===== src/rtl/rf_access_arbiter.sv =====
// Round-robin arbiter sharing the 8x64 register file access path between the host (m0) and the factorial core (m1).
// Optional ARB_LOCK_EN adds m0_lock/m1_lock so a winner can hold priority across consecutive accesses.
module rf_access_arbiter #(
  parameter int DATA_W = 64,
  parameter int ADDR_W = 3
) (
  input  logic              clk,
  input  logic              reset,
  input  logic              m0_req,
  input  logic              m0_wr,
  input  logic [ADDR_W-1:0] m0_addr,
  input  logic [DATA_W-1:0] m0_wdata,
  output logic              m0_gnt,
  output logic [DATA_W-1:0] m0_rdata,
  output logic              m0_rvalid,
  input  logic              m1_req,
  input  logic              m1_wr,
  input  logic [ADDR_W-1:0] m1_addr,
  input  logic [DATA_W-1:0] m1_wdata,
  output logic              m1_gnt,
  output logic [DATA_W-1:0] m1_rdata,
  output logic              m1_rvalid,
`ifdef ARB_LOCK_EN
  input  logic              m0_lock,
  input  logic              m1_lock,
`endif
  output logic              rf_we,
  output logic [ADDR_W-1:0] rf_addr,
  output logic [DATA_W-1:0] rf_wdata,
  input  logic [DATA_W-1:0] rf_rdata,
  output logic              dbg_state,
  output logic              dbg_rr_ptr
);

  // Handshake: a master raises req with wr/addr/wdata stable and holds them
  // until it sees its one-cycle gnt; gnt means the command was consumed and
  // the master may change or drop req from the next cycle. Reads answer with
  // a one-cycle rvalid the cycle after gnt; rdata then holds until that
  // master's next read completes.

  typedef enum logic {
    IDLE  = 1'b0,
    ISSUE = 1'b1
  } state_t;

  state_t              state_q, state_d;
  logic                rr_ptr_q, rr_ptr_d;
  logic                win_q, win_d;
  logic                cmd_wr_q, cmd_wr_d;
  logic [ADDR_W-1:0]   cmd_addr_q, cmd_addr_d;
  logic [DATA_W-1:0]   cmd_wdata_q, cmd_wdata_d;
  logic [DATA_W-1:0]   m0_rdata_q, m0_rdata_d;
  logic [DATA_W-1:0]   m1_rdata_q, m1_rdata_d;
  logic                m0_rvalid_q, m0_rvalid_d;
  logic                m1_rvalid_q, m1_rvalid_d;
  logic                pick;
  logic                winner_lock;

  // A lone requester always wins; rr_ptr only breaks ties.
  assign pick = (m0_req && m1_req) ? rr_ptr_q : m1_req;

`ifdef ARB_LOCK_EN
  assign winner_lock = win_q ? m1_lock : m0_lock;
`else
  assign winner_lock = 1'b0;
`endif

  always_comb begin
    state_d     = state_q;
    rr_ptr_d    = rr_ptr_q;
    win_d       = win_q;
    cmd_wr_d    = cmd_wr_q;
    cmd_addr_d  = cmd_addr_q;
    cmd_wdata_d = cmd_wdata_q;
    m0_rdata_d  = m0_rdata_q;
    m1_rdata_d  = m1_rdata_q;
    m0_rvalid_d = 1'b0;
    m1_rvalid_d = 1'b0;
    m0_gnt      = 1'b0;
    m1_gnt      = 1'b0;
    rf_we       = 1'b0;
    rf_addr     = '0;
    rf_wdata    = '0;

    case (state_q)
      IDLE: begin
        if (m0_req || m1_req) begin
          win_d       = pick;
          cmd_wr_d    = pick ? m1_wr    : m0_wr;
          cmd_addr_d  = pick ? m1_addr  : m0_addr;
          cmd_wdata_d = pick ? m1_wdata : m0_wdata;
          state_d     = ISSUE;
        end
      end
      ISSUE: begin
        rf_we    = cmd_wr_q;
        rf_addr  = cmd_addr_q;
        rf_wdata = cmd_wdata_q;
        m0_gnt   = ~win_q;
        m1_gnt   = win_q;
        if (!cmd_wr_q) begin
          if (win_q) begin
            m1_rdata_d  = rf_rdata;
            m1_rvalid_d = 1'b1;
          end else begin
            m0_rdata_d  = rf_rdata;
            m0_rvalid_d = 1'b1;
          end
        end
        // A locked winner keeps the tie-break for the following IDLE.
        rr_ptr_d = winner_lock ? win_q : ~win_q;
        state_d  = IDLE;
      end
      default: state_d = IDLE;
    endcase
  end

  always_ff @(posedge clk or posedge reset) begin
    if (reset) begin
      state_q     <= IDLE;
      rr_ptr_q    <= 1'b0;
      win_q       <= 1'b0;
      cmd_wr_q    <= 1'b0;
      cmd_addr_q  <= '0;
      cmd_wdata_q <= '0;
      m0_rdata_q  <= '0;
      m1_rdata_q  <= '0;
      m0_rvalid_q <= 1'b0;
      m1_rvalid_q <= 1'b0;
    end else begin
      state_q     <= state_d;
      rr_ptr_q    <= rr_ptr_d;
      win_q       <= win_d;
      cmd_wr_q    <= cmd_wr_d;
      cmd_addr_q  <= cmd_addr_d;
      cmd_wdata_q <= cmd_wdata_d;
      m0_rdata_q  <= m0_rdata_d;
      m1_rdata_q  <= m1_rdata_d;
      m0_rvalid_q <= m0_rvalid_d;
      m1_rvalid_q <= m1_rvalid_d;
    end
  end

  assign m0_rdata   = m0_rdata_q;
  assign m1_rdata   = m1_rdata_q;
  assign m0_rvalid  = m0_rvalid_q;
  assign m1_rvalid  = m1_rvalid_q;
  assign dbg_state  = state_q;
  assign dbg_rr_ptr = rr_ptr_q;

endmodule


===== config.mk =====
export PLATFORM = sky130hd
export DESIGN_NAME = rf_access_arbiter
export DESIGN_NICKNAME = d
export VERILOG_FILES = /design/src/rtl/rf_access_arbiter.sv
export SDC_FILE = /design/constraint.sdc
export NUM_CORES = 1
export LEC_CHECK = 0
export ABC_AREA = 1
export BUFFER_PORTS_ARGS = -buffer_cell sky130_fd_sc_hd__clkbuf_2
export CAP_MARGIN = 20
export CORE_MARGIN = 8
export CORE_UTILIZATION = 40
export DETAILED_ROUTE_END_ITERATION = 7
export GPL_ROUTABILITY_DRIVEN = 1
export PLACE_DENSITY = 0.7
export SLEW_MARGIN = 20
export SYNTH_ARGS = -nofsm -noshare
export SYNTH_HDL_FRONTEND = slang
export SYNTH_SLANG_ARGS = --single-unit

===== constraint.sdc =====
create_clock -name clk -period 8.3 [get_ports clk]
set_input_delay 0.83 -clock clk [delete_from_list [all_inputs] [get_ports clk]]
set_output_delay 0.83 -clock clk [all_outputs]
set_load 0.02 [all_outputs]

### Word level (Yosys, flattened, before mapping)

Index checks and enable logic that the tools add are counted.

* logic and storage cells: 35
* memories kept: 0
* RAM bits: 0
* bits in registers: 201
* input bits: 204
* bits in read-only memories: 0
* output and inout port bits: 202
* latch bits: 0

* bitwise operators: 3
* $mul: 0
* shift-type cells: 0
* add/sub/neg operators: 0
* equal/unequal tests: 0
* mux-type cells: 17
* divide/modulo/power cells: 0
* $lt $le $gt $ge: 0
* reduce and logical (&&, ||, !) cells: 5

Operators with widths (count)
* two-way mux 64 bit: 2
* two-way mux 1 bit: 12
* two-way mux 3 bit: 2
* AND reduction 3 bit: 2
* inverter 1 bit: 3
* one-hot mux 1 bit (2 select lines): 1
* AND reduction 2 bit: 1
* logical AND 1 bit: 1
* logical OR 1 bit: 1

### Longest topological paths before layout

Gate-level depths: netlist (run 1).

* word-level depth: 3
* gate-level depth with buffers: 8
* depth with buffers taken out: 6

### Least setup slack after synthesis (run 1)

Ideal clock, no wire load.

* path type: register to output
* from: reg state_q (netlist: dbg_state)
* to: out rf_wdata[49]
* cell stages (with the launch flop): 6
* setup slack: 6.193 ns
* arrival: 1.277 ns
* buffers on the path: 3
* required time: 7.470 ns
* cell sequence: dfrtp_1 buf_4 buf_2 buf_1 nand2_1 inv_1

* word-level cells in the longest chain between the ends: 1

Ends and longest elaborated chain
* from (decl): line 46 `state_t state_q, state_d;`
* from (signal assigned): line 131 `state_q <= state_d;`
* two-way mux 64 bit: line 85 `case (state_q)`
* to (decl): line 29 `output logic [DATA_W-1:0] rf_wdata,`

No other way between the ends.

### Final worst setup path (run 1)

* from: reg state_q (netlist: dbg_state)
* to: out m0_gnt

* word-level cells in the longest chain between the ends: 1

Ends and longest elaborated chain
* two-way mux 1 bit: line 85
* to (decl): line 13 `output logic m0_gnt,`

No other way between the ends.

==> impl_metrics.json, run 1 <==
{
  "status": "complete, no violations",
  "finalHoldViolations": 0,
  "p_int_w": 0.002398,
  "routed_via_density": 4.724,
  "clk_path_buf_depth": 3,
  "dpl_cell_area_mm2": 0.01142,
  "switchingPower_w": 0.001641,
  "gp_congestion": 0.8192,
  "cts_resized": 0,
  "rows": 55,
  "drt_wl_total_um": 29450,
  "cts_setup_buffers": 0,
  "seq_power_share": 0.391,
  "slew_headroom": 0.3436,
  "top_layer_used": "met4",
  "hold_buffers": 0,
  "drtAntennaViolNets": 0,
  "clock.fmax_ghz": 0.3527,
  "wire_per_inst_um": 15.59,
  "p_sw_frac": 0.4063,
  "worstMarginPinSlew_ns": 0.9847,
  "grt_pass1_vias": 9111,
  "htreeDepth": 1,
  "dr_wl_met2_um": 13980,
  "drive_gt1_frac": 0.2871,
  "hpwlAfterDp_um": 21350,
  "n_fill_cell": 2187,
  "area_delta_synth_final_pct": 30.84,
  "hp-start": "cmd_wdata_q[30]",
  "fp.dieW_um": 168.4,
  "fin_tns_setup_ns": 0,
  "route.met3.wl_um": 2759,
  "rr_startpoint": "dbg_state",
  "r2r_setup_slack_ns": 5.48,
  "crit_type": "reg -> out",
  "vias": 8923,
  "p_per_area_mw_per_mm2": 332.4,
  "synth_nets": 1427,
  "rr_endpoint": "cmd_wdata_q[37]",
  "ys_types": 15,
  "min_period_over_period": 0.3416,
  "cp_slowest_cell": "buf_4",
  "track_usage": 0.2014,
  "layout_min_cycle_time_ns": 2.835,
  "crit_arrival_ns": 2.01,
  "report.final.setup_viol": 0,
  "yosys_warnings": 0,
  "core-area_mm2": 0.02271,
  "antenna_found_initial": 2,
  "dieArea_mm2": 0.02835,
  "worstPathCellList": "buf_4, inv_2, nor2_4, clkbuf_2",
  "cts_num_sinks": 201,
  "clk_pin_slew_ns": 0.06,
  "final_nets": 1792,
  "hp-class": "reg -> reg",
  "first_iter_violations": 690,
  "ys_ff_latch": 201,
  "critPathRequiredTime_ns": 7.47,
  "power_w": 0.004039,
  "maxCapViolCount": 0,
  "synth_area_mm2": 0.009286,
  "crit_path_start_kind": "register",
  "whs_ns": 0.4765,
  "min_to": "cmd_wdata_q[30]",
  "r2r_cells": 7,
  "cpPeakStageDelay_ns": 0.59,
  "cts_tree": "done",
  "die_y_um": 168.4,
  "io_pins": 406,
  "start_util": 0.4089,
  "root_buffer": "clkbuf_16",
  "finalClockSkew_ns": 0.01132,
  "wl_met1_um": 11970,
  "endpoint_kind": "output pin",
  "p_leak_nw": 7.808,
  "holdPathStages": 2,
  "seq_area_mm2": 0.005031,
  "grt_pass1_wl_um": 46730,
  "ir_drop_mv": 0.1363,
  "rsz0062_at_grt": "false",
  "overflow": 0,
  "clk_latency_ns": 0.49,
  "cp_max_fo": 72,
  "ys_seq_area_frac": 0.5416,
  "syn-instance-count": 1223,
  "power_frac_clock": 0.236,
  "drcViolationCount": 0,
  "drt-pass1-iter-count": 5,
  "grt_max_degree": 142,
  "multi_input_area_mm2": 0.002903,
  "comb_power_share": 0.373,
  "final_max_slew_viol_count": 0,
  "stdcell_area_mm2": 0.01215,
  "pre_cts_ws_ns": 5.220,
  "setup_ws_ns": 5.465,
  "syn_area_per_cell_um2": 7.593,
  "io_buffer_count": 405,
  "cts_buffers": 22
}
==> power by group through the flow <==
stage	clock, W	combinational (W)	sequential, W
3_3_place_gp	0	0.00150	0.00157
4_1_cts	0.000985	0.00153	0.00157
2_1_floorplan	0	0.000543	0.00194
6_report	0.000955	0.00151	0.00158
5_1_grt	0.00102	0.00166	0.00162
3_5_place_dp	0	0.00152	0.00159
==> how the worst max path moves through the flow <==
stage	from	endpoint	slack, ns	cells after the start
floorplan	reset	cmd_addr_q[0]	1.99	1
global placement	m1_req	cmd_wdata_q[23]	4.88	7
detailed placement	m1_req	cmd_wdata_q[5]	5.22	7
CTS	dbg_state	m0_gnt	5.43	4
global route	dbg_state	cmd_wdata_q[28]	5.25	7
finish	dbg_state	m0_gnt	5.46	4
==> cells in the mapped netlist <==
master / n / share of area
inv_2: 2 / 0.00081
buf_4: 8 / 0.0065
nor2_4: 1 / 0.0012
nand2_1: 406 / 0.16
clkbuf_2: 1 / 0.00054
o21ai_1: 5 / 0.0027
buf_2: 29 / 0.016
nand3_1: 136 / 0.073
o21ai_0: 124 / 0.067
buf_1: 2 / 0.00081
inv_1: 274 / 0.11
clkbuf_1: 32 / 0.013
a21oi_1: 1 / 0.00054
o21ai_4: 1 / 0.0018
dfrtp_1: 201 / 0.54
==> final cells by class <==
type / instances / area share
diodes: 2 / 0.0004119
clock buffers: 32 / 0.05674
clock inverters: 6 / 0.002677
inverters: 276 / 0.08609
multi-input cells: 674 / 0.2389
flip-flops and latches: 201 / 0.4141
well taps: 285 / 0.02935
repair buffers: 413 / 0.1718
==> layer usage <==
layer	GRT usage	vias to the layer above
met2	0.3346	426
met4	0.06522	0
met5	0	-
met3	0.05449	38
met1	0.2507	4102
li1	-	4357
==> kinds of logic after synthesis <==
kind of cell           share of synthesized area
buffers and inverters                     0.1479
AND/OR/NAND/NOR                           0.2386
AO/OA/AOI/OAI                            0.07181
flip-flops                                0.5416
==> worst max-delay path: cells and delay by family (launching register included) <==
family	cells	cell delay (ns)
simple gates	1	0.16
flops	1	0.34
buf+inv	3	0.97
==> cell usage in the layout, fill, tap and decap left out <==
cell type	n
nand2_2	2
clkbuf_16	23
o21ai_4	1
inv_2	1
inv_8	1
dfrtp_2	1
clkbuf_2	405
inv_1	273
dfrtp_1	200
nand2_4	2
clkbuf_8	8
nor2_4	1
o21ai_1	5
clkinv_2	5
clkinvlp_4	1
nand3_1	136
o21ai_0	124
clkbuf_1	1
a21oi_1	1
diode_2	2
nand2_1	402
inv_4	1
buf_4	8
==> state kept, by name (all words and copies together) (netlist names) <==
register     flops
win_q            1
dbg_state        1
m1_rdata        64
dbg_rr_ptr       1
m1_rvalid        1
cmd_addr_q       3
cmd_wr_q         1
m0_rdata        64
cmd_wdata_q     64
m0_rvalid        1
==> metrics by stage <==
stage                       util  std cells
after floorplan                -       1223
after global placement    0.5029       1849
after detailed placement  0.5030       1849
after CTS                 0.5348       1887
after global routing      0.5350       1889
final                     0.5350       1889
No activity file was read; power rests on OpenSTA's default activity.
==> inputs of run 2 (changes only) <==
--- a/config.mk
+++ b/config.mk
@@ -5,14 +5,14 @@
 export SDC_FILE = /design/constraint.sdc
 export NUM_CORES = 1
 export LEC_CHECK = 0
-export ABC_AREA = 1
+export ABC_AREA = 0
 export BUFFER_PORTS_ARGS = -buffer_cell sky130_fd_sc_hd__clkbuf_2
 export CAP_MARGIN = 20
 export CORE_MARGIN = 8
 export CORE_UTILIZATION = 40
 export DETAILED_ROUTE_END_ITERATION = 7
 export GPL_ROUTABILITY_DRIVEN = 1
-export PLACE_DENSITY = 0.7
+export PLACE_DENSITY = 0.71
 export SLEW_MARGIN = 20
 export SYNTH_ARGS = -nofsm -noshare
 export SYNTH_HDL_FRONTEND = slang
==> constraint.sdc (replaced) <==
create_clock -name clk -period 2.8 [get_ports clk]
set_input_delay 0.28 -clock clk [delete_from_list [all_inputs] [get_ports clk]]
set_output_delay 0.28 -clock clk [all_outputs]
set_load 0.02 [all_outputs]
==> impl_metrics.json, run 2 <==
{
  "crit_type": "reg -> out",
  "grt_pass1_wl_um": 43950,
  "final_common_cell": "clkbuf_2",
  "drt_wl_total_um": 27740,
  "cp_slowest_cell": "buf_4",
  "endpoint_kind": "output pin",
  "p_int_w": 0.007905,
  "use_met3": 0.07107,
  "dieArea_mm2": 0.02763,
  "grt_max_degree": 133,
  "synth_area_leaders": "dfrtp_1 (56%), mux2_4 (9.6%), mux2_2 (8.7%)",
  "yosys_warnings": 0,
  "synth_flop_cell": "dfrtp_1",
  "worstMarginPinSlew_ns": 0.8145,
  "cpPeakStageDelay_ns": 0.48,
  "fp.dieW_um": 166.2,
  "synth_largest_area_cell": "dfrtp_1",
  "p_leak_nw": 5.877,
  "synth-edff-count": 0,
  "yosysMostFrequentCell": "dfrtp_1",
  "track_usage": 0.1944,
  "synthArstFlopShare": 1.000,
  "io_pins": 406,
  "io_buffer_count": 405,
  "drt-pass1-iter-count": 5,
  "area_delta_synth_final_pct": 32.47,
  "syn-instance-count": 750,
  "fin_tns_setup_ns": 0,
  "ys_ff_latch": 201,
  "r2r_setup_slack_ns": 0.79,
  "hp-class": "in -> reg",
  "drtAntennaViolNets": 0,
  "report.final.setup_viol": 0,
  "synth_area_mm2": 0.009027,
  "synth_top_area_frac": 0.5572,
  "clock.fmax_ghz": 0.4623,
  "cpLargestDelayFamily": "buffers and inverters",
  "finalHoldViolations": 0,
  "antenna_found_initial": 0,
  "hpwlAfterDp_um": 20670,
  "cts_tree": "done",
  "root_buffer": "clkbuf_16",
  "setup_ws_ns": 0.6367,
  "synth_nets": 954,
  "first_iter_violations": 472,
  "finalClockSkew_ns": 0.01782,
  "comb_power_share": 0.398,
  "die_y_um": 166.2,
  "final_cell_mix": "clkbuf_2 (405), dfrtp_1 (200), mux2_2 (70), nor2_1 (70)",
  "cp_max_fo": 65,
  "drive_gt1_frac": 0.5175,
  "wire_per_inst_um": 19.37,
  "clk_path_buf_depth": 3,
  "p_sw_frac": 0.3728,
  "pre_cts_ws_ns": 0.7660,
  "worstPathCellList": "buf_4, and2_1, clkbuf_2",
  "crit_path_start_kind": "register",
  "overflow": 0,
  "status": "complete, no violations",
  "top_usage_layer": "met2",
  "stdcell_area_mm2": 0.01196,
  "rsz0062_at_grt": "false",
  "final_max_slew_viol_count": 0,
  "path_buf_inv": 2,
  "syn_area_per_cell_um2": 12.04,
  "power_w": 0.01260,
  "drcViolationCount": 0,
  "utilization": 0.5347,
  "layout_min_cycle_time_ns": 2.163,
  "final_nets": 1337,
  "synthTopCellsByCount": "dfrtp_1 (201), mux2_2 (70), nor2_1 (70)",
  "grt_pass1_vias": 7670,
  "htreeDepth": 1,
  "seq_power_share": 0.380,
  "cts_setup_buffers": 0,
  "met2_usage": 0.3288,
  "ys_types": 24,
  "clk_latency_ns": 0.49,
  "ys_seq_area_frac": 0.5572,
  "p_per_area_mw_per_mm2": 1054,
  "min_period_over_period": 0.7726,
  "core-area_mm2": 0.02237,
  "cts_num_sinks": 201,
  "crit_arrival_ns": 1.88,
  "vias": 7274,
  "use_met1": 0.2381,
  "switchingPower_w": 0.004698,
  "ir_drop_mv": 0.4160,
  "dpl_cell_area_mm2": 0.01125,
  "n_fill_cell": 1970,
  "gp_congestion": 0.7962,
  "clk_pin_slew_ns": 0.06,
  "power_frac_clock": 0.222,
  "slew_headroom": 0.4558,
  "start_util": 0.4036,
  "rows": 55,
  "maxCapViolCount": 0,
  "routed_via_density": 5.080,
  "cts_buffers": 22,
  "critPathRequiredTime_ns": 2.52
}
## run 2: kinds of logic after synthesis
group	share of synthesized area
AOI/OAI and AO/OA	0.08690
buffers and inverters	0.05087
DFF	0.5572
muxes	0.1838
and+or+nand+nor	0.1213
## run 2: power groups by stage
stage	Sequential, W	Combinational [W]	Clock [W]
floorplan	0.00586	0.00211	0
global placement	0.00480	0.00497	0
detailed placement	0.00483	0.00507	0
CTS	0.00479	0.00509	0.00286
global route	0.00493	0.00535	0.00300
finish	0.00479	0.00502	0.00279
## run 2: final timing paths
check	from	depth (start not counted)	endpoint
max in group asynchronous	reset	4	m1_rdata[7]
worst min register to register	m1_rdata[42]	1	m1_rdata[42]
worst min-delay path	m0_wdata[43]	3	cmd_wdata_q[43]
worst max register to register	dbg_state	4	m0_rdata[3]
worst max-delay path	dbg_state	3	rf_wdata[37]
min in group asynchronous	reset	3	m0_rdata[12]
## run 2: what timing repair did
item | CTS | global route
hold buffers | 1 | 0
resized for setup | 0 | 0
endpoints found under the hold margin | 26 | 0
## run 2: layout make-up
class,count,area [µm²],share of cell area
Multi-Input combinational cell,478,3551,0.2969
Clock buffer,34,656.9,0.05493
Antenna cell,1,2.502,0.0002092
Inverter,4,18.77,0.001569
Timing Repair Buffer,426,2300,0.1923
Clock inverter,3,42.54,0.003557
Sequential cell,201,5031,0.4207
Tap cell,285,356.6,0.02982
## run 2: layer usage
layer / up-vias / wire, µm
met4: 0 / 293
met1: 3510 / 11170
li1: 3401 / -
met5: - / 0
met3: 26 / 2735
met2: 337 / 13540
## run 2: tightest hold or removal path: cells and delay by family
kind / cells / cell delay (ns)
compound gates: 2 / 0.13
buf+inv: 1 / 0.07
## run 2: through the flow
step | hold WS (ns) | std cells
final | 0.03466 | 1432
after floorplan | 0.4281 | 750
after global routing | 0.009101 | 1431
after global placement | 0.4434 | 1393
after CTS | 0.01727 | 1431
after detailed placement | 0.4567 | 1393
